[src/rtl/uart_tx_arb.sv]
// ============================================================================
// Module  : uart_tx_arb
// Brief   : Round-robin arbiter/sequencer sharing one UART transmitter among
//           NUM_REQ byte producers, with optional per-message burst locking.
// Revision: 1.0 - initial release
// ============================================================================
`default_nettype none

module uart_tx_arb #(
    parameter int NUM_REQ  = 4,
    parameter int SEL_W    = $clog2(NUM_REQ),
    parameter int START_TO = 8
) (
    input  logic                   clk,
    input  logic                   rst,
    input  logic [NUM_REQ-1:0]     req,
    input  logic [8*NUM_REQ-1:0]   req_data,
    input  logic [NUM_REQ-1:0]     req_last,
    output logic [NUM_REQ-1:0]     ack,
    output logic                   trmt,
    output logic [7:0]             tx_data,
    input  logic                   tx_done,
    output logic                   busy,
    output logic [SEL_W-1:0]       cur_src,
    output logic                   locked,
    output logic                   err
);

    localparam int c_CNT_W = $clog2(START_TO + 1);

    localparam logic [1:0] c_IDLE       = 2'd0;
    localparam logic [1:0] c_LAUNCH     = 2'd1;
    localparam logic [1:0] c_WAIT_START = 2'd2;
    localparam logic [1:0] c_WAIT_DONE  = 2'd3;

    logic [1:0]         r_state;
    logic [1:0]         w_state_nxt;
    logic [SEL_W-1:0]   r_ptr;
    logic [SEL_W-1:0]   r_cur_src;
    logic [7:0]         r_tx_data;
    logic               r_locked;
    logic               r_err;
    logic [c_CNT_W-1:0] r_to_cnt;

    logic [NUM_REQ-1:0] w_elig;
    logic [SEL_W-1:0]   w_cand;
    logic [SEL_W-1:0]   w_win_idx;
    logic               w_win_vld;
    logic [SEL_W-1:0]   w_src_inc;
    logic               w_to_hit;
    logic               w_launch;

    // While a message is in progress only its owner may be granted.
    assign w_elig    = r_locked ? (req & (NUM_REQ'(1) << r_cur_src)) : req;
    assign w_src_inc = (r_cur_src == SEL_W'(NUM_REQ - 1)) ? '0 : r_cur_src + 1'b1;
    assign w_to_hit  = (r_to_cnt == c_CNT_W'(START_TO - 1));
    assign w_launch  = (r_state == c_IDLE) && tx_done && w_win_vld;

    // Scan downward so the candidate closest to ptr overwrites the others.
    always_comb begin
        w_win_vld = 1'b0;
        w_win_idx = '0;
        w_cand    = '0;
        for (int k = NUM_REQ - 1; k >= 0; k--) begin
            w_cand = SEL_W'((int'(r_ptr) + k) % NUM_REQ);
            if (w_elig[w_cand]) begin
                w_win_vld = 1'b1;
                w_win_idx = w_cand;
            end
        end
    end

    always_ff @(posedge clk) begin
        if (rst) begin
            r_state <= c_IDLE;
        end else begin
            r_state <= w_state_nxt;
        end
    end

    always_comb begin
        w_state_nxt = r_state;
        case (r_state)
            c_IDLE: begin
                if (w_launch) begin
                    w_state_nxt = c_LAUNCH;
                end
            end
            c_LAUNCH: begin
                w_state_nxt = c_WAIT_START;
            end
            c_WAIT_START: begin
                if (!tx_done) begin
                    w_state_nxt = c_WAIT_DONE;
                end else if (w_to_hit) begin
                    w_state_nxt = c_IDLE;
                end
            end
            c_WAIT_DONE: begin
                if (tx_done) begin
                    w_state_nxt = c_IDLE;
                end
            end
            default: begin
                w_state_nxt = c_IDLE;
            end
        endcase
    end

    always_comb begin
        trmt = (r_state == c_LAUNCH);
        busy = (r_state != c_IDLE);
        ack  = '0;
        if (r_state == c_LAUNCH) begin
            ack = NUM_REQ'(1) << r_cur_src;
        end
    end

    always_ff @(posedge clk) begin
        if (rst) begin
            r_ptr     <= '0;
            r_cur_src <= '0;
            r_tx_data <= 8'h00;
            r_locked  <= 1'b0;
            r_err     <= 1'b0;
            r_to_cnt  <= '0;
        end else begin
            case (r_state)
                c_IDLE: begin
                    if (w_launch) begin
                        r_tx_data <= req_data[{w_win_idx, 3'b000} +: 8];
                        r_cur_src <= w_win_idx;
                        r_locked  <= ~req_last[w_win_idx];
                    end
                end
                c_LAUNCH: begin
                    r_to_cnt <= '0;
                end
                c_WAIT_START: begin
                    // Transmitter never acknowledged the strobe: abandon the message.
                    if (tx_done) begin
                        if (w_to_hit) begin
                            r_err    <= 1'b1;
                            r_locked <= 1'b0;
                            r_ptr    <= w_src_inc;
                        end else begin
                            r_to_cnt <= r_to_cnt + 1'b1;
                        end
                    end
                end
                c_WAIT_DONE: begin
                    if (tx_done && !r_locked) begin
                        r_ptr <= w_src_inc;
                    end
                end
                default: begin
                    r_to_cnt <= '0;
                end
            endcase
        end
    end

    assign tx_data = r_tx_data;
    assign cur_src = r_cur_src;
    assign locked  = r_locked;
    assign err     = r_err;

endmodule

`default_nettype wire

[config.mk]
export PLATFORM = sky130hd
export DESIGN_NAME = uart_tx_arb
export DESIGN_NICKNAME = d
export VERILOG_FILES = /design/src/rtl/uart_tx_arb.sv
export SDC_FILE = /design/constraint.sdc
export NUM_CORES = 1
export LEC_CHECK = 0
export ABC_CLOCK_PERIOD_IN_PS = 2130
export BUFFER_PORTS_ARGS = -buffer_cell sky130_fd_sc_hd__buf_4
export CORE_MARGIN = 2
export CORE_UTILIZATION = 44
export CTS_BUF_LIST = sky130_fd_sc_hd__clkbuf_8
export CTS_CLUSTER_DIAMETER = 60
export DETAILED_ROUTE_END_ITERATION = 10
export PLACE_DENSITY = 0.78
export SLEW_MARGIN = 15
export SYNTH_ARGS = -nofsm -noshare
export SYNTH_HDL_FRONTEND = slang
export SYNTH_SLANG_ARGS = --single-unit
[constraint.sdc]
create_clock -name clk -period 2.13 [get_ports clk]
set_clock_uncertainty 0.05 [all_clocks]
set_input_delay 0.1065 -clock clk [delete_from_list [all_inputs] [get_ports clk]]
set_output_delay 0.1065 -clock clk [all_outputs]
set_load 0.01 [all_outputs]
==> out/metrics.yaml <==
rows: 20
hold_path.startpoint: "req_data[17]"
crit_path_end_kind: "flop"
synth_top_area_share_pct: 28.27
worstSkewPairLatency_ns: 0.25
synth_top_area_cell: "dfxtp_1"
gp_congestion: 0.8559
viasPerCell: 5.316
period_share_pct: 98.90
met1_length_mm: 1.599
synth_area_leaders: "dfxtp_1, mux2i_1, a2bb2oi_2"
pre_cts_slack_ns: 0.02274
start_kind: "flop"
first_global_vias: 1282
reg2reg_slack_ns: 0.02
cts-root-buf: "clkbuf_8"
ys_types: 43
worst-path-max-fanout: 5
status: "finished, final reports clean"
hold_depth: 3
final_common_cell: "buf_4"
synth_warnings: 0
numPortBuffers: 60
fp.dieH_um: 60.74
dieArea_mm2: 0.003689
final_max_slew_viol_count: 0
fp.dieW_um: 60.74
diodes: 0
final_hold_viol_count: 0
clockBufferDepth: 2
arrival_ns: 2.20
min_period_ns: 2.107
ios: 61
num_vias: 1398
critPathKind: "reg -> reg"
crit_required_ns: 2.23
htreeDepth: 1
tns_ns: 0
utilization_pct: 70.00
relSlewSlack_pct: 69.66
r2r-end: "tx_data[6]"
path_clk_slew_ns: 0.07
antenna_found_initial: 0
initial_core_util_pct: 46.39
routed_wl_mm: 3.800
fmax_mhz: 474.7
wl_per_cell_um: 14.45
min_path_type: "in -> reg"
drtIter0Drc: 92
top_layer: "met4"
wl_met2_mm: 1.978
numCtsBuffers: 3
ant_nets: 0
final.setup.worst_slack_ns: 0.02346
dr_wl_met3_um: 168
syn_inst: 146
syn_nets: 194
core_region_area_mm2: 0.003053
r2r-start: "cur_src[1]"
dp_hpwl_mm: 2.916
mostFrequentLayoutCells: "buf_4, mux2i_1, dfxtp_1, nor2_1"
cts_tree: "built"
synth.cell_area_mm2: 0.001416
p_leak_nw: 1.039
final_nets: 268
vdd_ir_drop_max_mv: 0.3482
ys_seq_area_share_pct: 28.27
avgSynthCellArea_um2: 9.701
drt_pre_antenna_iters: 4
tightestPinTransition_ns: 0.4512
layout-drive-gt1-share_pct: 50.68
grt_util_all_layers_pct: 19.81
rr_worst_depth: 9
setup_violations: 0
drc: 0
ys_ff_latch: 20
clock-sinks: 20
hold_end: "tx_data[1]"
area_growth_pct: 50.88
grt-ovfl-total: 0
power_mw: 1.164
powerDensity_mw_per_mm2: 544.7
grt_max_degree: 16
maxCapViolCount: 0
grt_pass1_wl_mm: 5.547
==> registers in the layout, indices dropped and copies added, names as in the netlist <==
register,cells
tx_data,8
r_to_cnt,4
cur_src,2
r_ptr,2
r_state,2
err,1
locked,1
==> kinds of logic (layout without fill, tap and decap cells) <==
logic type	Yosys count	count (layout)	share of synthesized area, %
xor+xnor	1	1	0.6185
flops	20	20	28.27
buf+inv	11	82	3.622
fa+ha+maj	5	5	4.417
compound gates	42	42	28.62
simple gates	46	48	19.52
mux	21	21	14.93
==> metrics by stage <==
stage          std cells  hold WS (ns)  cell area (um^2)
2_1_floorplan        146        0.1350              1416
3_3_place_gp         254        0.3247              2004
3_5_place_dp         254        0.3350              2004
4_1_cts              258       0.07177              2059
5_1_grt              263       0.06947              2137
6_report             263       0.07177              2137
==> worst max-delay path, stage by stage, from the launching register on <==
cell and delay [ns]:
dfxtp_1 0.33, buf_4 0.14, ha_1 0.24, a22o_4 0.27
o41ai_4 0.29, buf_4 0.20, nor2_4 0.06, nand3b_2 0.17
a2bb2oi_2 0.18, o21ai_2 0.06
==> per-layer routing <==
metal / up-vias / GRT usage, %
li1: 696 / -
met1: 653 / 25.23
met2: 43 / 34.72
met3: 6 / 1.066
met4: 0 / 8.385
met5: - / 0
==> worst max path at each step <==
stage	from	to	slack (ns)
after global routing	cur_src[1]	tx_data[6]	-0.05
after global placement	cur_src[0]	tx_data[6]	0.08
after floorplan	cur_src[0]	locked	0.06
after detailed placement	cur_src[0]	tx_data[3]	0.02
final	cur_src[1]	tx_data[6]	0.02
after CTS	cur_src[0]	tx_data[3]	0.004
==> report_power, final <==
part | switching (mW) | leakage [nW] | total, mW | internal [mW]
clock network | 0.117 | 0.0288 | 0.281 | 0.164
logic | 0.192 | 0.847 | 0.444 | 0.252
registers | 0.0341 | 0.164 | 0.439 | 0.405
total | 0.343 | 1.04 | 1.16 | 0.821
==> layout make-up <==
cell class / instances / area, um^2
fillers: 230 / 915.9
flip-flops and latches: 20 / 401.6
inverters: 6 / 22.52
well taps: 44 / 55.05
clock buffers: 4 / 55.05
multi-input cells: 117 / 1025
repair buffers: 72 / 578.1
==> synthesized netlist by cell type (all sizes together) <==
cell type	instances
a32oi	4
or3	1
clkbuf	2
a211oi	2
a2bb2oi	8
o311ai	1
o41ai	1
o31ai	1
and2	5
mux2i	20
o21ai	10
and3b	1
a31oi	1
or2b	1
mux2	1
and3	2
ha	5
dfxtp	20
nand3	2
xor2	1
nand3b	1
o21ba	2
nor3b	1
a22o	2
nor2b	2
a211o	1
nand2b	6
o211ai	1
o221a	1
a21oi	5
buf	3
or2	3
nor2	12
nor3	1
o22ai	1
o2111ai	1
nand2	7
and2b	1
inv	6
==> repair_timing <==
action,4_1_cts,5_1_grt
buffers inserted,0,3
gates resized for setup,0,6
hold buffers,0,0
setup endpoints to repair,0,11
(Power assumes the default switching activity.)
